`src/rtl/booth_pkg.sv`:
```
// Shared types and helpers for the radix-4 Booth multiplier:
// FSM state encoding, recoded-operation enum and the iteration-count function.
package booth_pkg;

  localparam int TRIP_W = 3;

  typedef enum logic [1:0] {
    IDLE = 2'd0,
    ITER = 2'd1,
    DONE = 2'd2
  } state_t;

  typedef enum logic [2:0] {
    OP_ZERO = 3'd0,
    OP_PM   = 3'd1,
    OP_P2M  = 3'd2,
    OP_MM   = 3'd3,
    OP_M2M  = 3'd4
  } op_t;

  // Two multiplier bits per iteration, plus one extra recode to consume the
  // two extension bits so unsigned operands come out exact.
  function automatic int calc_n_iter(input int width);
    return width / 2 + 1;
  endfunction

endpackage

```
`src/rtl/booth_r4_recoder.sv`:
```
// Modified-Booth recoder: maps the scanned triplet {Q[1],Q[0],q_1} to the
// operation to add into the accumulator, plus negate/double select lines.
module booth_r4_recoder
  import booth_pkg::*;
(
  input  logic [TRIP_W-1:0] i_trip,
  output op_t               o_op,
  output logic              o_neg,
  output logic              o_dbl
);

  // Triplet decode table.
  always_comb begin
    o_op = OP_ZERO;
    case (i_trip)
      3'b001, 3'b010: o_op = OP_PM;
      3'b011:         o_op = OP_P2M;
      3'b100:         o_op = OP_M2M;
      3'b101, 3'b110: o_op = OP_MM;
      default:        o_op = OP_ZERO;
    endcase
  end

  assign o_neg = (o_op == OP_MM) || (o_op == OP_M2M);
  assign o_dbl = (o_op == OP_P2M) || (o_op == OP_M2M);

endmodule

```
`src/rtl/booth_radix4_mult.sv`:
```
// Radix-4 (modified Booth) sequential multiplier with bgn/stop handshake.
// Signed or unsigned operands, 2*WIDTH registered product.
// WIDTH must be even and >= 4.
// Optional feature macro: BOOTH_R4_ZERO_SKIP_EN (zero operand -> IDLE->DONE,
// one-edge latency, product 0).
//
// state | meaning
// IDLE  | waiting for bgn; operands and mode are captured on the bgn edge
// ITER  | one recode + add + 2-bit arithmetic shift per edge, N_ITER edges
// DONE  | first edge: load obus and raise stop; second edge: drop stop/busy
module booth_radix4_mult
  import booth_pkg::*;
#(
  parameter int WIDTH = 8
) (
  input  logic                 clk,
  input  logic                 rst_b,
  input  logic                 bgn,
  input  logic                 uns,
  input  logic [WIDTH-1:0]     ibusa,
  input  logic [WIDTH-1:0]     ibusb,
  output logic                 busy,
  output logic                 stop,
  output logic [2*WIDTH-1:0]   obus
);

  localparam int N_ITER = calc_n_iter(WIDTH);
  localparam int XW     = WIDTH + 2;
  localparam int CW     = $clog2(N_ITER + 1);

  state_t          r_state;
  logic [XW-1:0]   r_a;
  logic [XW-1:0]   r_q;
  logic [XW-1:0]   r_m;
  logic            r_q1;
  logic [CW-1:0]   r_cnt;

  op_t             w_op;
  logic            w_neg;
  logic            w_dbl;
  logic [XW-1:0]   w_a_ext;
  logic [XW-1:0]   w_b_ext;
  logic [XW-1:0]   w_mx;
  logic [XW-1:0]   w_addend;
  logic [XW-1:0]   w_sum;

  booth_r4_recoder u_recoder (
    .i_trip ({r_q[1], r_q[0], r_q1}),
    .o_op   (w_op),
    .o_neg  (w_neg),
    .o_dbl  (w_dbl)
  );

  // Operand extension: sign bits in signed mode, zeros in unsigned mode.
  assign w_a_ext = {{2{~uns & ibusa[WIDTH-1]}}, ibusa};
  assign w_b_ext = {{2{~uns & ibusb[WIDTH-1]}}, ibusb};

  // Adder input: +/-M or +/-2M; subtraction as inverted operand plus carry-in.
  // The partial sum always stays within [-2M, 2M), so XW bits never overflow.
  assign w_mx     = w_dbl ? {r_m[XW-2:0], 1'b0} : r_m;
  assign w_addend = (w_op == OP_ZERO) ? '0 : (w_neg ? ~w_mx : w_mx);
  assign w_sum    = r_a + w_addend + {{(XW-1){1'b0}}, w_neg};

  // Control FSM and datapath registers.
  always_ff @(posedge clk or negedge rst_b) begin
    if (!rst_b) begin
      r_state <= IDLE;
      r_a     <= '0;
      r_q     <= '0;
      r_m     <= '0;
      r_q1    <= 1'b0;
      r_cnt   <= '0;
      busy    <= 1'b0;
      stop    <= 1'b0;
      obus    <= '0;
    end else begin
      case (r_state)
        IDLE: begin
          stop <= 1'b0;
          if (bgn) begin
            r_m   <= w_b_ext;
            r_q   <= w_a_ext;
            r_a   <= '0;
            r_q1  <= 1'b0;
            r_cnt <= '0;
            busy  <= 1'b1;
`ifdef BOOTH_R4_ZERO_SKIP_EN
            // Q is cleared too so {A,Q} already holds the zero product.
            if ((w_a_ext == '0) || (w_b_ext == '0)) begin
              r_q     <= '0;
              r_state <= DONE;
            end else begin
              r_state <= ITER;
            end
`else
            r_state <= ITER;
`endif
          end
        end
        ITER: begin
          r_a   <= {{2{w_sum[XW-1]}}, w_sum[XW-1:2]};
          r_q   <= {w_sum[1:0], r_q[XW-1:2]};
          r_q1  <= r_q[1];
          r_cnt <= r_cnt + 1'b1;
          if (r_cnt == CW'(N_ITER - 1)) begin
            r_state <= DONE;
          end
        end
        DONE: begin
          if (!stop) begin
            obus <= {r_a[WIDTH-3:0], r_q};
            stop <= 1'b1;
          end else begin
            stop    <= 1'b0;
            busy    <= 1'b0;
            r_state <= IDLE;
          end
        end
        default: begin
          r_state <= IDLE;
        end
      endcase
    end
  end

endmodule
```
`config.mk`:
```
export PLATFORM = sky130hd
export DESIGN_NAME = booth_radix4_mult
export DESIGN_NICKNAME = d
export VERILOG_FILES = /design/src/rtl/booth_pkg.sv /design/src/rtl/booth_r4_recoder.sv /design/src/rtl/booth_radix4_mult.sv
export SDC_FILE = /design/constraint.sdc
export NUM_CORES = 1
export LEC_CHECK = 0
export CELL_PAD_IN_SITES_DETAIL_PLACEMENT = 2
export CELL_PAD_IN_SITES_GLOBAL_PLACEMENT = 2
export CORE_MARGIN = 2
export CORE_UTILIZATION = 38
export DETAILED_ROUTE_END_ITERATION = 8
export PLACE_DENSITY = 0.88
export SYNTH_ARGS = -nofsm -noshare
export SYNTH_HDL_FRONTEND = slang
export SYNTH_HIERARCHICAL = 1
export SYNTH_SLANG_ARGS = --single-unit
```
`constraint.sdc`:
```
create_clock -name clk -period 5.59 [get_ports clk]
set_input_delay 1.3975 -clock clk [delete_from_list [all_inputs] [get_ports clk]]
set_output_delay 1.3975 -clock clk [all_outputs]
set_load 0.1 [all_outputs]
```
==> results.py <==
metrics = {
    "timing": {
        "setup_viol": 0,
        "final.period_utilization_pct": 65.6,
        "drv_slew": 0,
        "worst_slew_pin_slew_ns": 0.983,
        "fmax_ghz": 0.273,
        "period_minus_slack_ns": 3.66,
        "finClkSkew_ns": 0.00740,
        "hold_viol_final": 0,
        "rsz0062_at_grt": "false",
        "slew_headroom_pct": 34.2,
        "finalSetupTns_ns": 0,
    },
    "clocking": {
        "cts-buffers-inserted": 5,
        "cts_tree": "yes",
        "post_cts_buffers": 0,
        "clockBufferDepth": 2,
        "clkTransAtPathRegs_ns": 0.10,
        "hold_buffers": 0,
        "ctsResizeCount": 0,
        "clkLatencyLatePin_ns": 0.32,
        "htree_levels": 2,
        "cts-root-buf": "clkbuf_8",
        "clock_sinks": 51,
    },
    "detailed_routing": {
        "avgViaCountPerCell": 5.19,
        "wl_per_cell_um": 17.0,
        "firstDrtPassIters": 4,
        "num_vias": 1972,
        "drt-initial-drc-count": 38,
        "drc": 0,
        "final_antenna_net_count": 0,
        "wirelength_mm": 6.47,
    },
    "grt": {
        "grt_max_degree": 52,
        "grt_pass1_vias": 2144,
        "antenna_found_initial": 0,
        "grt_pass1_wl_mm": 10.7,
        "grt_usage_pct": 18.0,
        "overflow": 0,
    },
    "logic_synthesis": {
        "yosys_warnings": 6,
        "synth-edff-count": 0,
        "postSynthCellCount": 245,
        "seq_area_frac_synth_pct": 47.5,
        "synth_top_area_cell": "dfrtp_1",
        "synth_fp_nets": 277,
        "ys_ff_latch": 51,
        "netlist_area_um2": 2690,
        "synth.distinct_cells": 41,
        "avgSynthCellArea_um2": 11.0,
        "synth_top_area_share_pct": 47.5,
        "async_flop_share_pct": 100,
        "ys_top_cells_by_area": "dfrtp_1 (48%), mux2_2 (10%), mux2i_1 (5.6%)",
        "synth_ff_type": "dfrtp_1",
    },
    "setup_path": {
        "crit_type": "reg -> reg",
        "crit_slowest_cell": "or2_1",
        "crit_arrival_ns": 3.88,
        "slowest_delay_ns": 0.51,
        "start_kind": "register",
        "worstPathMaxFanout": 9,
        "endpoint_kind": "register",
        "path_cells": "nor3b_1 > or2_1 > mux2i_1 > xnor2_1 > nor2_1 > ha_1 > nor2b_1 > o2111ai_1 > a21oi_1 > or3_1 > a32oi_1 > nand2b_1",
        "cp.required_ns": 5.80,
    },
    "floorplanning": {
        "ios": 38,
        "fp.dieH_um": 88.1,
        "dieArea_um2": 7760,
        "initial_core_util_pct": 39.3,
        "row_count": 30,
        "core_um2": 6830,
        "die_w_um": 88.1,
    },
    "final_layout": {
        "final_common_cell": "dfrtp_1",
        "multi_input_area_um2": 1340,
        "antenna_cells": 0,
        "final_cell_mix": "dfrtp_1 (51), clkdlybuf4s50_1 (36), mux2_2 (24), nor2_1 (22), nand2_1 (16)",
        "regArea_um2": 1280,
        "drive_gt1_share_pct": 15.1,
        "fin_nets": 315,
        "fill_cells": 728,
        "area_delta_synth_final_pct": 22.6,
    },
    "placed_design": {
        "port_buffers": 37,
        "dpl.hpwl_mm": 4.65,
        "gp_congestion": 0.785,
    },
    "hold_path": {
        "hp-class": "reg -> reg",
    },
    "status": {
        "run_status": "completed",
    },
    "job": {
        "max_cap_viol_count": 0,
    },
}
[Yosys cell counts, drive strengths merged (2+ instances only)]
master / number
dfrtp: 51
mux2: 24
nor2: 23
nand2: 16
mux2i: 15
xnor2: 15
a21oi: 14
o21ai: 12
ha: 10
inv: 10
a21o: 6
clkbuf: 5
nand2b: 5
o22ai: 5
buf: 4
xor2: 4
a31o: 3
fa: 2
nand3b: 2
nor2b: 2
nor3b: 2
[routing by layer]
layer | share of wire (%) | GRT usage (%) | vias to the layer above
met3 | 3.1 | 3.68 | 8
met4 | 1.1 | 4.55 | 0
li1 | - | - | 930
met5 | 0 | 0 | -
met1 | 42 | 21.7 | 1004
met2 | 54 | 32.9 | 30
[kinds of logic (layout without fill, tap and decap cells)]
family,after synthesis,count (layout),share of synthesized area [%]
compound gates,48,48,11.2
xor+xnor,19,19,6.19
fa+ha+maj,12,12,6.15
buf+inv,19,58,2.93
flops,51,51,47.5
mux,39,39,15.6
simple gates,57,57,10.3
[area by class of cell]
| type | instances | area share, % |
|---|---|---|
| well taps | 96 | 3.65 |
| inverters | 10 | 1.14 |
| multi-input cells | 175 | 40.6 |
| clock inverters | 3 | 2.05 |
| clock buffers | 5 | 2.09 |
| flip-flops and latches | 51 | 38.7 |
| repair buffers | 40 | 11.8 |
[registers in the layout, summed over array words and instances, names as in the netlist]
signal / cells
r_q1: 1
stop: 1
r_state: 2
r_m: 9
obus: 16
busy: 1
r_cnt: 3
r_a: 8
r_q: 10
[stage by stage]
stage          cells  hold slack, ns  utilization [%]  cell area [µm²]  worst slack [ns]
2_1_floorplan    245           0.472                -             2690              2.31
3_3_place_gp     372           0.487             46.2             3160              2.26
3_5_place_dp     372           0.494             46.2             3160              1.99
4_1_cts          380           0.516             48.2             3290              1.94
5_1_grt          380           0.534             48.2             3290              1.67
6_report         380           0.510             48.2             3290              1.93
[critical path: cells and delay by family (launching register included)]
| kind | cells | cell delay, ns |
|---|---|---|
| and+or+nand+nor | 6 | 1.80 |
| AOI/OAI and AO/OA | 3 | 0.64 |
| DFF | 1 | 0.47 |
| adders and majority gates | 1 | 0.28 |
| muxes | 1 | 0.27 |
| xor gates and xnor gates | 1 | 0.09 |
[final timing paths]
kind | endpoint | cells after the start | start | slack (ns)
max reg2reg | r_a[8]$_DFFE_PN0P_ | 12 | r_q[1]$_DFFE_PN0P_ | 1.93
min in group asynchronous | busy$_DFFE_PN0P_ | 2 | rst_b | 1.20
max | r_a[8]$_DFFE_PN0P_ | 12 | r_q[1]$_DFFE_PN0P_ | 1.93
min | stop$_DFFE_PN0P_ | 1 | stop$_DFFE_PN0P_ | 0.51
max in group asynchronous | obus[15]$_DFFE_PN0P_ | 2 | rst_b | 3.96
min reg2reg | stop$_DFFE_PN0P_ | 1 | stop$_DFFE_PN0P_ | 0.51
Power is left out: the tool's default activity adds up to more than one toggle a clock period on the data nets, which glitch-free logic cannot reach.
